**config.mk**
```make
export PLATFORM = sky130hd
export DESIGN_NAME = matmul_controller_flat
export DESIGN_NICKNAME = d
export VERILOG_FILES = /design/src/rtl/matmul_controller_if.sv /design/src/rtl/matmul_controller.sv /design/src/flat_wrapper.sv
export SDC_FILE = /design/constraint.sdc
export NUM_CORES = 1
export LEC_CHECK = 0
export BUFFER_PORTS_ARGS = -buffer_cell sky130_fd_sc_hd__buf_4
export CAP_MARGIN = 20
export CORE_ASPECT_RATIO = 0.7
export CORE_MARGIN = 2
export CORE_UTILIZATION = 45
export DETAILED_ROUTE_END_ITERATION = 8
export PLACE_DENSITY = 0.67
export SYNTH_ARGS = -nofsm -noshare
export SYNTH_HDL_FRONTEND = slang
export SYNTH_SLANG_ARGS = --single-unit
```
**constraint.sdc**
```tcl
create_clock -name CLK -period 18.2 [get_ports CLK]
set_clock_uncertainty 0.2 [all_clocks]
set_input_delay 2.73 -clock CLK [delete_from_list [all_inputs] [get_ports CLK]]
set_output_delay 2.73 -clock CLK [all_outputs]
set_load 0.01 [all_outputs]
```
**src/rtl/matmul_controller_if.sv**
```systemverilog
// ============================================================================
// Module      : matmul_controller_if
// Description : Valid/ready word stream (data + last) used for the matrix
//               source and result streams of matmul_controller.
// Revision    : 1.0 - initial release
// ============================================================================
`default_nettype none

interface matmul_controller_if #(
  parameter int DW = 32
);
  logic          valid;
  logic          ready;
  logic [DW-1:0] data;
  logic          last;

  modport master (output valid, output data, output last, input ready);
  modport slave  (input valid, input data, input last, output ready);
endinterface

`default_nettype wire

```
**src/rtl/matmul_controller.sv**
```systemverilog
// ============================================================================
// Module      : matmul_controller
// Description : Loads two NxN matrices from a source stream into RAM A/B,
//               computes C = A*B with one MAC per cycle into RAM C, then
//               streams C out row-major.
// Revision    : 1.0 - initial release
// ============================================================================
`default_nettype none

module matmul_controller #(
  parameter int N  = 4,
  parameter int DW = 32,
  parameter int AW = 10
) (
  input  logic                CLK,
  input  logic                RESET,
  matmul_controller_if.slave  s_axis,
  matmul_controller_if.master m_axis,
  output logic [AW-1:0]       address_a,
  output logic [AW-1:0]       address_b,
  output logic [AW-1:0]       address_c,
  output logic [DW-1:0]       write_data_a,
  output logic [DW-1:0]       write_data_b,
  output logic [DW-1:0]       write_data_c,
  output logic                write_en_a,
  output logic                write_en_b,
  output logic                write_en_c,
  input  logic [DW-1:0]       read_data_a,
  input  logic [DW-1:0]       read_data_b,
  input  logic [DW-1:0]       read_data_c,
  output logic                busy,
  output logic                err
);

  localparam int NN = N * N;
  // One spare bit so the terminal count never wraps.
  localparam int CW = $clog2(NN) + 1;
  localparam logic [CW-1:0] LAST_IDX = CW'(NN - 1);
  localparam logic [CW-1:0] LAST_ROW = CW'(N - 1);
  localparam logic [CW-1:0] K_END    = CW'(N);
  localparam logic [CW-1:0] N_C      = CW'(N);
  localparam logic [CW-1:0] ONE      = CW'(1);

  typedef enum logic [2:0] {
    IDLE   = 3'd0,
    LOAD_A = 3'd1,
    LOAD_B = 3'd2,
    MAC    = 3'd3,
    WR_C   = 3'd4,
    RD_C   = 3'd5,
    STREAM = 3'd6
  } state_t;

  state_t        state;
  state_t        state_next;
  logic [CW-1:0] load_cnt;
  logic [CW-1:0] i_cnt;
  logic [CW-1:0] j_cnt;
  logic [CW-1:0] k_cnt;
  logic [CW-1:0] out_cnt;
  logic [DW-1:0] acc;
  logic [DW-1:0] hold_data;
  logic          s_ready;
  logic          first_cycle;
  logic          s_beat;
  logic          m_beat;
  logic          last_b_word;

  assign s_axis.ready  = s_ready;
  assign s_beat        = s_axis.valid && s_ready;
  assign m_beat        = (state == STREAM) && m_axis.ready;
  assign last_b_word   = (state == LOAD_B) && (load_cnt == LAST_IDX);

  assign m_axis.valid  = (state == STREAM);
  assign m_axis.last   = (state == STREAM) && (out_cnt == LAST_IDX);
  // The RAM word arrives in the first STREAM cycle; later stall cycles use
  // the captured copy so DATA stays stable while the sink holds off.
  assign m_axis.data   = first_cycle ? read_data_c : hold_data;
  assign busy          = (state != IDLE);

  // State register.
  always_ff @(posedge CLK or negedge RESET) begin
    if (!RESET) state <= IDLE;
    else        state <= state_next;
  end

  // Next-state decode.
  always_comb begin
    state_next = state;
    case (state)
      IDLE:    if (s_beat) state_next = LOAD_A;
      LOAD_A:  if (s_beat && load_cnt == LAST_IDX) state_next = LOAD_B;
      LOAD_B:  if (s_beat && load_cnt == LAST_IDX) state_next = MAC;
      MAC:     if (k_cnt == K_END) state_next = WR_C;
      WR_C:    state_next = (i_cnt == LAST_ROW && j_cnt == LAST_ROW) ? RD_C : MAC;
      RD_C:    state_next = STREAM;
      STREAM:  if (m_beat) state_next = (out_cnt == LAST_IDX) ? IDLE : RD_C;
      default: state_next = IDLE;
    endcase
  end

  // RAM address, write data and write strobes per state.
  always_comb begin
    address_a    = '0;
    address_b    = '0;
    address_c    = '0;
    write_data_a = '0;
    write_data_b = '0;
    write_data_c = '0;
    write_en_a   = 1'b0;
    write_en_b   = 1'b0;
    write_en_c   = 1'b0;
    case (state)
      IDLE, LOAD_A: begin
        address_a    = AW'(load_cnt);
        write_en_a   = s_beat;
        write_data_a = s_beat ? s_axis.data : '0;
      end
      LOAD_B: begin
        address_b    = AW'(load_cnt);
        write_en_b   = s_beat;
        write_data_b = s_beat ? s_axis.data : '0;
      end
      MAC: begin
        if (k_cnt < K_END) begin
          address_a = AW'(i_cnt * N_C + k_cnt);
          address_b = AW'(k_cnt * N_C + j_cnt);
        end
      end
      WR_C: begin
        address_c    = AW'(i_cnt * N_C + j_cnt);
        write_en_c   = 1'b1;
        write_data_c = acc;
      end
      RD_C:    address_c = AW'(out_cnt);
      default: ;
    endcase
  end

  // Load, element (i,j,k) and output counters plus the accumulator.
  always_ff @(posedge CLK or negedge RESET) begin
    if (!RESET) begin
      load_cnt <= '0;
      i_cnt    <= '0;
      j_cnt    <= '0;
      k_cnt    <= '0;
      out_cnt  <= '0;
      acc      <= '0;
    end else begin
      case (state)
        IDLE, LOAD_A, LOAD_B: begin
          if (s_beat) load_cnt <= (load_cnt == LAST_IDX) ? '0 : load_cnt + ONE;
        end
        MAC: begin
          // Read data lags the address by one cycle, so step k=0 only clears.
          k_cnt <= k_cnt + ONE;
          acc   <= (k_cnt == '0) ? '0 : acc + read_data_a * read_data_b;
        end
        WR_C: begin
          k_cnt <= '0;
          if (j_cnt == LAST_ROW) begin
            j_cnt <= '0;
            i_cnt <= (i_cnt == LAST_ROW) ? '0 : i_cnt + ONE;
          end else begin
            j_cnt <= j_cnt + ONE;
          end
        end
        STREAM: begin
          if (m_beat) out_cnt <= (out_cnt == LAST_IDX) ? '0 : out_cnt + ONE;
        end
        default: ;
      endcase
    end
  end

  // Source ready, sticky framing error and result-data capture.
  always_ff @(posedge CLK or negedge RESET) begin
    if (!RESET) begin
      s_ready     <= 1'b0;
      err         <= 1'b0;
      first_cycle <= 1'b0;
      hold_data   <= '0;
    end else begin
      s_ready     <= (state_next == IDLE) || (state_next == LOAD_A) || (state_next == LOAD_B);
      first_cycle <= (state == RD_C);
      if (first_cycle) hold_data <= read_data_c;
      if (s_beat && (s_axis.last != last_b_word)) err <= 1'b1;
    end
  end

endmodule

`default_nettype wire

```
**src/flat_wrapper.sv**
```systemverilog
// flat-port wrapper written by rule: the top's interface ports become plain ports
module matmul_controller_flat 
#(
  parameter int N  = 4,
  parameter int DW = 32,
  parameter int AW = 10
)
  (CLK, RESET, address_a, address_b, address_c, write_data_a, write_data_b, write_data_c, write_en_a, write_en_b, write_en_c, read_data_a, read_data_b, read_data_c, busy, err, s_axis_valid, s_axis_data, s_axis_last, s_axis_ready, m_axis_valid, m_axis_data, m_axis_last, m_axis_ready);
  matmul_controller_if #(.DW(DW)) s_axis_i ();
  matmul_controller_if #(.DW(DW)) m_axis_i ();
  input  logic CLK;
  input  logic RESET;
  output logic [AW-1:0] address_a;
  output logic [AW-1:0] address_b;
  output logic [AW-1:0] address_c;
  output logic [DW-1:0] write_data_a;
  output logic [DW-1:0] write_data_b;
  output logic [DW-1:0] write_data_c;
  output logic write_en_a;
  output logic write_en_b;
  output logic write_en_c;
  input  logic [DW-1:0] read_data_a;
  input  logic [DW-1:0] read_data_b;
  input  logic [DW-1:0] read_data_c;
  output logic busy;
  output logic err;
  input wire logic [$bits(s_axis_i.valid)-1:0] s_axis_valid;
  input wire logic [$bits(s_axis_i.data)-1:0] s_axis_data;
  input wire logic [$bits(s_axis_i.last)-1:0] s_axis_last;
  output wire logic [$bits(s_axis_i.ready)-1:0] s_axis_ready;
  output wire logic [$bits(m_axis_i.valid)-1:0] m_axis_valid;
  output wire logic [$bits(m_axis_i.data)-1:0] m_axis_data;
  output wire logic [$bits(m_axis_i.last)-1:0] m_axis_last;
  input wire logic [$bits(m_axis_i.ready)-1:0] m_axis_ready;
  assign s_axis_i.valid = s_axis_valid;
  assign s_axis_i.data = s_axis_data;
  assign s_axis_i.last = s_axis_last;
  assign s_axis_ready = s_axis_i.ready;
  assign m_axis_valid = m_axis_i.valid;
  assign m_axis_data = m_axis_i.data;
  assign m_axis_last = m_axis_i.last;
  assign m_axis_i.ready = m_axis_ready;
  matmul_controller #(.N(N), .DW(DW), .AW(AW)) u_core (.CLK(CLK), .RESET(RESET), .s_axis(s_axis_i), .m_axis(m_axis_i), .address_a(address_a), .address_b(address_b), .address_c(address_c), .write_data_a(write_data_a), .write_data_b(write_data_b), .write_data_c(write_data_c), .write_en_a(write_en_a), .write_en_b(write_en_b), .write_en_c(write_en_c), .read_data_a(read_data_a), .read_data_b(read_data_b), .read_data_c(read_data_c), .busy(busy), .err(err));
endmodule
```
==> flow_summary.yaml <==
die:
  rows: 67
  die_area_mm2: 0.0502
  initial_core_util: 0.455
  fp.coreArea_mm2: 0.0479
  ioPinCount: 299
  fp.dieH_um: 188
  dieWidth_um: 267
critical_path:
  crit_buf_inv: 8
  crit_family: "adder cells"
  critical_path.max_stage_delay_ns: 0.54
  worst-path-max-fanout: 32
  critPathArrivalTime_ns: 9.46
  worst_path_max_delay_cell: "fa_1"
  crit_top_cell: "fa_1"
  critical_path_class: "in2reg"
  worstPathRequired_ns: 18.22
  critPathLaunchType: "input pin"
  end_kind: "register"
synth:
  synth_flop_cell: "dfrtp_1"
  ys_warn_count: 0
  synth_area_per_cell_um2: 9.17
  synth_area_leaders: "fa_1 41%, and2_1 11%, dfrtp_1 11%, inv_1 8.6%, ha_1 8.0%"
  synth_cell_types: 58
  syn_area_mm2: 0.0218
  synthCells: 2376
  ys_ff_latch: 95
  async_flop_share: 1.00
  netlist.area_leader.share: 0.405
  ys_seq_area_frac: 0.109
  synth_largest_area_cell: "fa_1"
  synth-edff-count: 0
detailed_routing:
  drt-vias-per-instance: 5.12
  antenna_left: 0
  drt_iter0_drc: 1007
  firstDrtPassIters: 5
  drt_wl_total_um: 60400
  wl_per_cell_um: 18.7
  num_vias: 16500
  drc: 0
cts:
  path_clk_slew_ns: 0.08
  clock_sinks: 95
  numCtsBuffers: 9
  clockBufferDepth: 2
  clk_latency_ns: 0.36
  postCtsHoldBufs: 0
  cts_post_setup_buffers_inserted: 0
  ctsRootBufferMaster: "clkbuf_16"
  cts_tree: "built"
  ctsResizeCount: 0
  cts.htree.levels: 3
final_layout:
  n_fill_cell: 4428
  mostFrequentLayoutCell: "inv_1"
  regArea_mm2: 0.00238
  area_growth_pct: 13.4
  final_cell_mix: "501 x inv_1, 441 x fa_1, 399 x and2_1"
  drive_gt1_frac: 0.140
  multi_input_area_mm2: 0.0171
  nets: 3279
placement:
  place.gp.congestion: 0.896
  hpwl_um: 49500
  io_buffers: 290
sta:
  max_freq_mhz: 106
  maxSlewViolCount: 0
  finalSetupViolCount: 0
  finalSetupTns_ns: 0
  hold_viol_final: 0
  tightest_slew_ns: 0.956
  finalCriticalPeriod_ns: 9.45
  finalCritPeriodShare: 0.519
  rsz0062_at_grt: "no"
  max_slew_margin: 0.363
global_route:
  grt_pass1_wl_um: 99000
  grt_pass1_vias: 18100
  overflow: 0
  grtUsageTotal: 0.252
  grt_max_degree: 66
  antenna_found_initial: 1
outcome:
  status: "completed"
run:
  cap_violations: 0
min_path:
  worstHoldPathType: "reg2reg"
==> state kept, by name, indices dropped and copies added (netlist names) <==
register / count
u_core.acc: 32
u_core.out_cnt: 5
u_core.s_axis.ready: 1
u_core.hold_data: 32
u_core.err: 1
u_core.i_cnt: 5
u_core.k_cnt: 5
u_core.j_cnt: 5
u_core.first_cycle: 1
u_core.load_cnt: 5
u_core.state: 3
==> cells by family after synthesis <==
family                     share of synthesized area
buffers and inverters                          0.110
adders and majority gates                      0.485
DFF                                            0.109
and+or+nand+nor                                0.187
other                                       0.000172
muxes                                         0.0199
AOI/OAI and AO/OA                             0.0514
xor gates and xnor gates                      0.0382
==> Yosys cell counts, types with 7 or more instances <==
master	instances
a21o_1	23
o21ai_0	28
and2_1	399
nand2_1	267
nor2_1	50
inv_1	501
xnor2_1	75
dfrtp_1	95
xor2_1	20
a21oi_1	33
fa_1	441
o21ai_1	8
o31ai_1	7
buf_4	8
nor3_1	10
ha_1	139
clkbuf_1	110
nand3_1	13
a22o_1	23
mux2_2	35
==> stage by stage <==
step / std cells / hold WS, ns / area, µm² / worst slack (ns) / utilization
finish: 3227 / 0.282 / 24700 / 8.75 / 0.516
global route: 3227 / 0.316 / 24700 / 8.44 / 0.516
CTS: 3226 / 0.284 / 24700 / 8.76 / 0.516
detailed placement: 3210 / 0.266 / 24400 / 8.38 / 0.510
global placement: 3209 / 0.260 / 24400 / 8.49 / 0.509
floorplan: 2383 / 0.249 / 21800 / 8.77 / -
==> worst min-delay path: stages (launching register included) <==
cell and delay (ns):
dfrtp_1 0.34, nand2_1 0.05, o31ai_1 0.06
==> layer usage <==
| metal | global-route usage | vias to the layer above | share of wire |
|---|---|---|---|
| met5 | 0 | - | 0 |
| met4 | 0.0428 | 0 | 0.014 |
| met3 | 0.0373 | 62 | 0.071 |
| met2 | 0.399 | 597 | 0.47 |
| met1 | 0.370 | 8494 | 0.45 |
| li1 | - | 7381 | - |
==> final cells by class <==
cell class              count  area share
diodes                      1    0.000101
well taps                 655      0.0332
repair buffers            297      0.0911
multi-input cells        1661       0.691
inverters                 502      0.0763
clock buffers               9     0.00912
flip-flops and latches     95      0.0962
clock inverters             7     0.00329
==> worst paths after layout <==
path                                                 start                       endpoint  slack [ns]  depth (start not counted)
worst max-delay path                        read_data_b[0]     u_core.acc[23]$_DFFE_PN0N_        8.75                         25
worst min-delay path             u_core.acc[4]$_DFFE_PN0N_      u_core.acc[4]$_DFFE_PN0N_        0.28                          2
worst max register to register  u_core.acc[18]$_DFFE_PN0N_     u_core.acc[23]$_DFFE_PN0N_       11.17                         23
worst min register to register   u_core.acc[4]$_DFFE_PN0N_      u_core.acc[4]$_DFFE_PN0N_        0.28                          2
max in group asynchronous                            RESET  u_core.hold_data[0]$_DFF_PN0_       14.49                          2
min in group asynchronous                            RESET      u_core.state[0]$_DFF_PN0_        2.10                          1
Power is not shown: default switching activity piles up to over one toggle a cycle in this logic, so the estimate is an artifact.
